**src/rtl/pipeline_hazard_ctrl.sv**
```systemverilog
// -----------------------------------------------------------------------------
// pipeline_hazard_ctrl
//
// Hazard and stall controller for the 5-stage RV32IM pipeline. Drives the
// load enables and synchronous bubble-insert controls of the PC and the four
// pipeline registers. It resolves three hazards:
//   - load-use: one-cycle bubble between the load in EX and its consumer in ID
//   - taken branch/jump in EX: squash the two younger instructions
//   - multi-cycle DIV/REM: freeze the front end while the divider is busy
// It also keeps wrap-around counters of stall cycles and redirect flushes.
//
// Ports:
//   clk, async_rst_n          clock, asynchronous active-low reset
//   ID_R1_read/ID_R2_read     ID instruction reads rs1/rs2
//   ID_rs1/ID_rs2             ID source register indices
//   EX_mem_read               EX instruction is a load
//   EX_reg_write, EX_rd       EX instruction writes register EX_rd
//   EX_redirect               EX resolved a taken branch/jump this cycle
//   EX_is_div                 EX instruction is DIV/DIVU/REM/REMU
//   PC_en, *_en               PC and pipeline register load enables
//   *_sync_rst                insert a bubble at the next edge (beats *_en)
//   div_busy                  divide sequencer is in its busy state
//   stall_cycles              edges on which PC_en was low (wraps)
//   flush_count               edges on which a redirect flush was applied (wraps)
//
// All control outputs are combinational from the inputs and the registered
// sequencer state; only the sequencer and the counters are clocked.
// -----------------------------------------------------------------------------
module pipeline_hazard_ctrl #(
  parameter int DIV_LATENCY = 8,
  parameter int CNT_W       = 32
) (
  input  logic             clk,
  input  logic             async_rst_n,
  input  logic             ID_R1_read,
  input  logic             ID_R2_read,
  input  logic [4:0]       ID_rs1,
  input  logic [4:0]       ID_rs2,
  input  logic             EX_mem_read,
  input  logic             EX_reg_write,
  input  logic [4:0]       EX_rd,
  input  logic             EX_redirect,
  input  logic             EX_is_div,
  output logic             PC_en,
  output logic             IF_ID_en,
  output logic             ID_EX_en,
  output logic             EX_MEM_en,
  output logic             MEM_WB_en,
  output logic             IF_ID_sync_rst,
  output logic             ID_EX_sync_rst,
  output logic             EX_MEM_sync_rst,
  output logic             MEM_WB_sync_rst,
  output logic             div_busy,
  output logic [CNT_W-1:0] stall_cycles,
  output logic [CNT_W-1:0] flush_count
);

  // Counter sized so it can hold DIV_LATENCY-2 (DIV_LATENCY >= 2 keeps this >= 1).
  localparam int CW = (DIV_LATENCY > 2) ? $clog2(DIV_LATENCY) : 1;
  localparam logic [CW-1:0] CNT_START = CW'(DIV_LATENCY - 2);
  localparam logic [CW-1:0] CNT_ZERO  = {CW{1'b0}};
  localparam logic [CW-1:0] CNT_ONE   = CW'(1);

  typedef enum logic {
    S_IDLE     = 1'b0,
    S_DIV_BUSY = 1'b1
  } div_state_e;

  div_state_e       r_state;
  div_state_e       w_state_nxt;
  logic [CW-1:0]    r_cnt;
  logic [CW-1:0]    w_cnt_nxt;
  logic [CNT_W-1:0] r_stall_cycles;
  logic [CNT_W-1:0] r_flush_count;

  logic w_rs1_hit;
  logic w_rs2_hit;
  logic w_load_use;
  logic w_last_div_cycle;
  logic w_freeze;
  logic w_redirect_apply;
  logic w_load_use_apply;

  // Load-use detection: the load in EX produces a register the ID instruction reads.
  always_comb begin
    w_rs1_hit  = ID_R1_read & (ID_rs1 == EX_rd);
    w_rs2_hit  = ID_R2_read & (ID_rs2 == EX_rd);
    w_load_use = EX_mem_read & EX_reg_write & (EX_rd != 5'd0) & (w_rs1_hit | w_rs2_hit);
  end

  // Hazard arbitration: freeze beats redirect beats load-use.
  always_comb begin
    // The final cycle of a divide (busy with count exhausted) is not frozen:
    // the divide leaves EX at that edge.
    w_last_div_cycle = (r_state == S_DIV_BUSY) & (r_cnt == CNT_ZERO);
    w_freeze         = EX_is_div & ~w_last_div_cycle;
    w_redirect_apply = EX_redirect & ~w_freeze;
    // A redirect squashes the ID instruction, so its load-use stall is moot.
    w_load_use_apply = w_load_use & ~w_freeze & ~EX_redirect;
  end

  // Divide sequencer next-state and countdown.
  always_comb begin
    w_state_nxt = r_state;
    w_cnt_nxt   = r_cnt;
    case (r_state)
      S_IDLE: begin
        if (EX_is_div) begin
          w_state_nxt = S_DIV_BUSY;
          w_cnt_nxt   = CNT_START;
        end else begin
          w_state_nxt = S_IDLE;
          w_cnt_nxt   = CNT_ZERO;
        end
      end
      S_DIV_BUSY: begin
        if (EX_is_div && (r_cnt != CNT_ZERO)) begin
          w_state_nxt = S_DIV_BUSY;
          w_cnt_nxt   = r_cnt - CNT_ONE;
        end else begin
          // Either the divide completes now, or the divide vanished from EX
          // (abnormal); both return to idle without asserting anything.
          w_state_nxt = S_IDLE;
          w_cnt_nxt   = CNT_ZERO;
        end
      end
      default: begin
        w_state_nxt = S_IDLE;
        w_cnt_nxt   = CNT_ZERO;
      end
    endcase
  end

  // Divide sequencer state register.
  always_ff @(posedge clk or negedge async_rst_n) begin
    if (!async_rst_n) begin
      r_state <= S_IDLE;
      r_cnt   <= CNT_ZERO;
    end else begin
      r_state <= w_state_nxt;
      r_cnt   <= w_cnt_nxt;
    end
  end

  // Pipeline register controls; while reset is held every stage is flushed.
  always_comb begin
    PC_en           = 1'b1;
    IF_ID_en        = 1'b1;
    ID_EX_en        = 1'b1;
    EX_MEM_en       = 1'b1;
    MEM_WB_en       = 1'b1;
    IF_ID_sync_rst  = 1'b0;
    ID_EX_sync_rst  = 1'b0;
    EX_MEM_sync_rst = 1'b0;
    MEM_WB_sync_rst = 1'b0;
    if (!async_rst_n) begin
      IF_ID_sync_rst  = 1'b1;
      ID_EX_sync_rst  = 1'b1;
      EX_MEM_sync_rst = 1'b1;
      MEM_WB_sync_rst = 1'b1;
    end else if (w_freeze) begin
      // Hold PC, IF/ID and ID/EX; the divide stays in EX and a bubble
      // goes to MEM each cycle.
      PC_en           = 1'b0;
      IF_ID_en        = 1'b0;
      ID_EX_en        = 1'b0;
      EX_MEM_sync_rst = 1'b1;
    end else if (w_redirect_apply) begin
      // PC loads the target; the two wrong-path instructions are squashed.
      PC_en           = 1'b1;
      IF_ID_sync_rst  = 1'b1;
      ID_EX_sync_rst  = 1'b1;
    end else if (w_load_use_apply) begin
      // Hold the consumer in ID one cycle and send a bubble into EX.
      PC_en           = 1'b0;
      IF_ID_en        = 1'b0;
      ID_EX_sync_rst  = 1'b1;
    end else begin
      PC_en           = 1'b1;
    end
  end

  // Performance counters, wrapping modulo 2^CNT_W.
  always_ff @(posedge clk or negedge async_rst_n) begin
    if (!async_rst_n) begin
      r_stall_cycles <= {CNT_W{1'b0}};
      r_flush_count  <= {CNT_W{1'b0}};
    end else begin
      if (!PC_en) begin
        r_stall_cycles <= r_stall_cycles + CNT_W'(1);
      end else begin
        r_stall_cycles <= r_stall_cycles;
      end
      if (w_redirect_apply) begin
        r_flush_count <= r_flush_count + CNT_W'(1);
      end else begin
        r_flush_count <= r_flush_count;
      end
    end
  end

  assign div_busy     = (r_state == S_DIV_BUSY);
  assign stall_cycles = r_stall_cycles;
  assign flush_count  = r_flush_count;

endmodule

```
**config.mk**
```make
export PLATFORM = sky130hd
export DESIGN_NAME = pipeline_hazard_ctrl
export DESIGN_NICKNAME = d
export VERILOG_FILES = /design/src/rtl/pipeline_hazard_ctrl.sv
export SDC_FILE = /design/constraint.sdc
export NUM_CORES = 1
export LEC_CHECK = 0
export CAP_MARGIN = 20
export CORE_UTILIZATION = 50
export CTS_CLUSTER_DIAMETER = 50
export DETAILED_ROUTE_END_ITERATION = 8
export HOLD_SLACK_MARGIN = 0.1
export PLACE_DENSITY_LB_ADDON = 0.1
export SETUP_SLACK_MARGIN = 0.02
export SLEW_MARGIN = 25
export SYNTH_ARGS = -nofsm -noshare
export SYNTH_HDL_FRONTEND = slang
export SYNTH_SLANG_ARGS = --single-unit
```
**constraint.sdc**
```tcl
create_clock -name clk -period 4.1 [get_ports clk]
set_input_delay 0.82 -clock clk [delete_from_list [all_inputs] [get_ports clk]]
set_output_delay 0.82 -clock clk [all_outputs]
set_load 0.02 [all_outputs]
```
==> results.json, run 1 <==
{
  "ant_nets": 0,
  "cts_num_sinks": 68,
  "antenna_cells": 0,
  "setup_viol": 0,
  "cts_resized": 0,
  "io_buffers": 94,
  "nets": 440,
  "path_max_fanout": 3,
  "p_leak_nw": 2.10,
  "cts_buffer_depth": 2,
  "synth.avg_cell_area_um2": 10.7,
  "min_period_ns": 3.84,
  "cp_data_required_time_ns": 3.28,
  "finClkSkew_ns": 0.00750,
  "synth_flop_cell": "dfrtp_1",
  "drv_cap": 0,
  "yosysSeqAreaShare": 0.510,
  "dr_total_vias": 2559,
  "drc": 0,
  "root_buffer": "clkbuf_8",
  "tightest_slew_ns": 0.593,
  "tns_ns": 0,
  "synthSimpleGateAreaFrac": 0.232,
  "grt_max_degree": 48,
  "vias_per_cell": 5.17,
  "drt_wl_total_um": 6990,
  "async_flop_share": 1.00,
  "htree_levels": 3,
  "synth.top_cell.area_share": 0.510,
  "post-route-period-util": 0.937,
  "synth_xor_area_frac": 0.189,
  "synthMuxAreaShare": 0.00338,
  "path_class": "primary input to output port",
  "syn_area_um2": 3340,
  "drv_slew": 0,
  "num-fill-cells": 498,
  "grt_antenna_before_repair": 0,
  "synth_top_area_cell": "dfrtp_1",
  "synthCells": 312,
  "synth_compound_area_frac": 0.0236,
  "ys_ff_latch": 68,
  "yosys-top-cells-area": "dfrtp_1, xor2_1, xnor2_1, nand2_1, nand3_1",
  "peakVddDrop_mv": 0.275,
  "dr.pass1.iters": 4,
  "grt_pass1_wl_um": 12000,
  "dp_hpwl_um": 5150,
  "wl_met3_um": 335,
  "postCtsSetupRepairBufs": 0,
  "route.met2.wl_um": 3400,
  "routed.top_layer": "met4",
  "grt_pass1_vias": 2557,
  "insertion_delay_ns": 0.34,
  "synth_edf_count": 0,
  "overflow": 0,
  "placeableCoreArea_um2": 6390,
  "fmax_mhz": 260,
  "grt_usage": 0.217,
  "wl_met1_um": 3150,
  "die_height_um": 83.7,
  "cts_inserted_buffers": 9,
  "worst_setup_path_end_kind": "output port",
  "status": "completed",
  "detail_route.iter0.violations": 131,
  "synth_top_family_by_area": "simple AND/OR/NAND/NOR gates",
  "gp_congestion": 0.829,
  "power_density_nw_per_um2": 403,
  "synth_cell_type_count": 41,
  "ios": 97,
  "die_area_um2": 7000,
  "wl_per_cell_um": 14.1,
  "cts-hold-fix-buffers": 0,
  "rows": 29,
  "synth-warning-count": 0,
  "hold_class": "flip-flop to flip-flop",
  "final_area_um2": 4580,
  "path_clk_slew_ns": 0.07,
  "placed_area_um2": 4350,
  "cp.arrival_ns": 3.02,
  "finalHoldViolCount": 0,
  "yosys.area_share.adder": 0.0150,
  "maxSlewHeadroom": 0.604,
  "synth_commonest_cells": "dfrtp_1, nand2_1, xor2_1",
  "yosysMostFrequentCell": "dfrtp_1",
  "cts_tree": "built",
  "startpoint_type": "primary input",
  "area_growth_pct": 37.3,
  "rsz0062_at_grt": "false",
  "die_w_um": 83.7,
  "start_util": 0.522,
  "drive_gt1_frac": 0.0837
}
[report_power, final]
| group | switching, mW | internal [mW] |
|---|---|---|
| sequential | 0.0745 | 0.731 |
| clock | 0.247 | 0.403 |
| combinational | 0.203 | 0.189 |
[routing by layer]
| metal | vias up | track usage |
|---|---|---|
| met5 | - | 0 |
| met4 | 0 | 0.0801 |
| met3 | 9 | 0.0564 |
| met2 | 59 | 0.353 |
| met1 | 1232 | 0.279 |
| li1 | 1259 | - |
[state kept, by name, indices dropped and copies added, names as in the netlist]
name and cells:
div_busy 1, flush_count 32, r_cnt 3, stall_cycles 32
[placed cells by master, fill, tap and decap left out, types with 7 or more instances in the layout]
master            n
nand3_1          20
and3_1           14
clkbuf_8          9
nor3_1            7
xor2_1           37
nor2_1           19
dfrtp_1          68
nand4_1           9
xnor2_1          35
clkdlybuf4s50_1  93
nand2_1          38
inv_1             8
nor4_1           10
[path summary, 6_finish.rpt]
kind | start | depth (start not counted) | slack, ns | end
max reg2reg | r_cnt[0] | 12 | 1.37 | stall_cycles[17]
max | EX_rd[1] | 7 | 0.26 | PC_en
min | r_cnt[0] | 1 | 0.43 | r_cnt[0]
min reg2reg | r_cnt[0] | 1 | 0.43 | r_cnt[0]
min in group asynchronous | async_rst_n | 2 | 0.52 | flush_count[14]
max in group asynchronous | async_rst_n | 3 | 2.69 | stall_cycles[17]
[stage by stage]
stage                     power [mW]   util  hold WS, ns  std cells  worst slack [ns]
after detailed placement        1.21  0.681        0.430        479             0.254
after global placement          1.21  0.681        0.419        479             0.281
final                           1.85  0.717        0.434        495             0.257
after floorplan                 1.01      -        0.405        313              1.07
after global routing            1.93  0.717        0.479        495             0.182
after CTS                       1.86  0.717        0.439        495             0.245
[area by class of cell]
| class | count | area (µm²) | share of cell area |
|---|---|---|---|
| well taps | 77 | 96.3 | 0.0210 |
| repair buffers | 98 | 966 | 0.211 |
| multi-input cells | 227 | 1550 | 0.339 |
| clock buffers | 11 | 131 | 0.0287 |
| inverters | 9 | 33.8 | 0.00738 |
| flip-flops and latches | 68 | 1700 | 0.371 |
| clock inverters | 5 | 100 | 0.0219 |
[worst max-delay path, cell delays in order]
cell             delay [ns]
clkdlybuf4s50_1        0.47
or3_1                  0.39
o311a_1                0.36
a21oi_4                0.17
nor2_1                 0.09
inv_1                  0.11
clkdlybuf4s50_1        0.61
[cell families after synthesis]
group	Yosys count
and+or+nand+nor	140
xor gates and xnor gates	72
DFF	68
buffers and inverters	18
AOI/OAI and AO/OA	8
adders and majority gates	4
other	1
muxes	1
Power figures use the tool's default switching activity.
==> inputs of run 2 (changes only) <==
--- a/config.mk
+++ b/config.mk
@@ -6,10 +6,10 @@
 export NUM_CORES = 1
 export LEC_CHECK = 0
 export CAP_MARGIN = 20
-export CORE_UTILIZATION = 50
+export CORE_UTILIZATION = 51
 export CTS_CLUSTER_DIAMETER = 50
 export DETAILED_ROUTE_END_ITERATION = 8
-export HOLD_SLACK_MARGIN = 0.1
+export HOLD_SLACK_MARGIN = 0.15
 export PLACE_DENSITY_LB_ADDON = 0.1
 export SETUP_SLACK_MARGIN = 0.02
 export SLEW_MARGIN = 25
==> results.json, run 2 (same netlist as run 1, synthesis figures left out) <==
{
  "cts_num_sinks": 68,
  "min_period_ns": 3.84,
  "tns_ns": 0,
  "p_seq_frac": 0.464,
  "r2r_slack_ns": 1.35,
  "peakVddDrop_mv": 0.326,
  "p_leak_nw": 2.08,
  "placed_area_um2": 4350,
  "hold_class": "primary input to asynchronous set/reset pin",
  "die_w_um": 82.9,
  "cp-startpoint": "EX_rd[1]",
  "htree_levels": 3,
  "final_common_cell": "clkdlybuf4s50_1",
  "cts_inserted_buffers": 9,
  "tightest_slew_ns": 0.573,
  "finClkSkew_ns": 0.00678,
  "area_growth_pct": 36.1,
  "grt_usage": 0.223,
  "die_area_um2": 6870,
  "path_clk_slew_ns": 0.07,
  "grt_pass1_vias": 2590,
  "p_sw_frac": 0.304,
  "cts_tree": "built",
  "dp_slack_ns": 0.261,
  "internal_power_mw": 1.21,
  "wl_met3_um": 310,
  "fin_hold_ws_ns": 0.428,
  "cp_data_required_time_ns": 3.28,
  "overflow": 0,
  "route.met2.wl_um": 3520,
  "grt_pass1_wl_um": 12300,
  "power_density_nw_per_um2": 384,
  "combPwrFrac": 0.228,
  "cp_slowest_stage_delay_ns": 0.61,
  "start_util": 0.528,
  "pwr-share-clk": 0.308,
  "p_sw_uw": 530,
  "dr_total_vias": 2587,
  "root_buffer": "clkbuf_8",
  "crit_path_end": "PC_en",
  "placeableCoreArea_um2": 6310,
  "routed.top_layer": "met4",
  "drv_slew": 0,
  "drv_cap": 0,
  "vias_per_cell": 5.24,
  "worstReg2RegEnd": "stall_cycles[21]",
  "status": "completed",
  "final_area_um2": 4540,
  "maxSlewHeadroom": 0.617,
  "layout.cells.non_filler": 494,
  "cpMostUsedCell": "clkdlybuf4s50_1",
  "postCtsSetupRepairBufs": 0,
  "nets": 440,
  "reg2regPathDepth": 12,
  "cts-hold-fix-buffers": 0,
  "die_height_um": 82.9,
  "setup_viol": 0,
  "io_buffers": 94,
  "grt_antenna_before_repair": 0,
  "critical_path_depth": 7,
  "drt_wl_total_um": 7160,
  "path_class": "primary input to output port",
  "insertion_delay_ns": 0.34,
  "antenna_cells": 0,
  "cts_buffer_depth": 2,
  "ios": 97,
  "final_cell_mix": "clkdlybuf4s50_1, dfrtp_1, nand2_1",
  "ant_nets": 0,
  "r2r-start": "r_cnt[0]",
  "wl_met1_um": 3150,
  "wl_per_cell_um": 14.5,
  "cts_resized": 0,
  "rows": 29,
  "gp_congestion": 0.852,
  "drive_gt1_frac": 0.0863,
  "crit_slowest_cell": "clkdlybuf4s50_1",
  "fmax_mhz": 260,
  "dr.pass1.iters": 4,
  "worst_setup_path_end_kind": "output port",
  "cpLargestDelayFamily": "buffers and inverters",
  "crit_path_cell_trace": "clkdlybuf4s50_1, or3_1, o311a_1, a21oi_4, nor2_1, inv_1, clkdlybuf4s50_1",
  "cp.arrival_ns": 3.02,
  "path_max_fanout": 3,
  "dp_cells": 479,
  "dp_hpwl_um": 5280,
  "post-route-period-util": 0.937,
  "critPathBufInv": 3,
  "rsz0062_at_grt": "false",
  "finalHoldViolCount": 0,
  "fin_ws_ns": 0.258,
  "detail_route.iter0.violations": 109,
  "startpoint_type": "primary input",
  "drc": 0,
  "grt_max_degree": 30
}
[run 2: changes by cell type in the layout (fill, tap and decap cells not counted)]
cell / before / now
bufinv_16: 3 / 1
clkbuf_1: 2 / 0
clkbuf_8: 9 / 10
clkinv_2: 2 / 3
clkinvlp_4: 0 / 1
[run 2: power by group through the flow]
stage | combinational [mW] | clock [mW] | sequential, mW
after floorplan | 0.137 | 0 | 0.875
after global placement | 0.392 | 0 | 0.818
after detailed placement | 0.402 | 0 | 0.820
after CTS | 0.404 | 0.548 | 0.808
after global routing | 0.431 | 0.575 | 0.819
final | 0.397 | 0.537 | 0.808
[run 2: worst min-delay path by stage]
stage / cells after the start / slack, ns / end / from
floorplan: 1 / 0.41 / r_cnt[0] / r_cnt[0]
global placement: 1 / 0.42 / r_cnt[0] / r_cnt[0]
detailed placement: 1 / 0.42 / r_cnt[0] / r_cnt[0]
CTS: 1 / 0.43 / flush_count[24] / async_rst_n
global route: 1 / 0.44 / flush_count[26] / async_rst_n
finish: 1 / 0.43 / stall_cycles[1] / async_rst_n
[run 2: per-layer routing]
metal / vias to the layer above / GRT usage
met4: 0 / 0.114
met2: 72 / 0.368
li1: 1254 / -
met3: 16 / 0.0408
met5: - / 0
met1: 1245 / 0.282
[run 2: stage by stage]
stage | utilization | total power [mW]
finish | 0.719 | 1.74
global route | 0.719 | 1.82
CTS | 0.719 | 1.76
detailed placement | 0.689 | 1.22
global placement | 0.689 | 1.21
floorplan | - | 1.01
[run 2: cell type report]
| cell class | instances | area, µm² |
|---|---|---|
| Clock buffer | 10 | 138 |
| Clock inverter | 5 | 52.6 |
| Fill cell | 518 | 1770 |
| Inverter | 9 | 33.8 |
| Multi-Input combinational cell | 227 | 1550 |
| Sequential cell | 68 | 1700 |
| Tap cell | 77 | 96.3 |
| Timing Repair Buffer | 98 | 966 |
==> inputs of run 3 (changes only) <==
--- a/config.mk
+++ b/config.mk
@@ -12,6 +12,7 @@
 export HOLD_SLACK_MARGIN = 0.15
 export PLACE_DENSITY_LB_ADDON = 0.1
 export SETUP_SLACK_MARGIN = 0.02
+export SKIP_LAST_GASP = 1
 export SLEW_MARGIN = 25
 export SYNTH_ARGS = -nofsm -noshare
 export SYNTH_HDL_FRONTEND = slang
==> results of run 3 <==
Same layout as run 2: the final DEF is identical, and so are final timing and power.
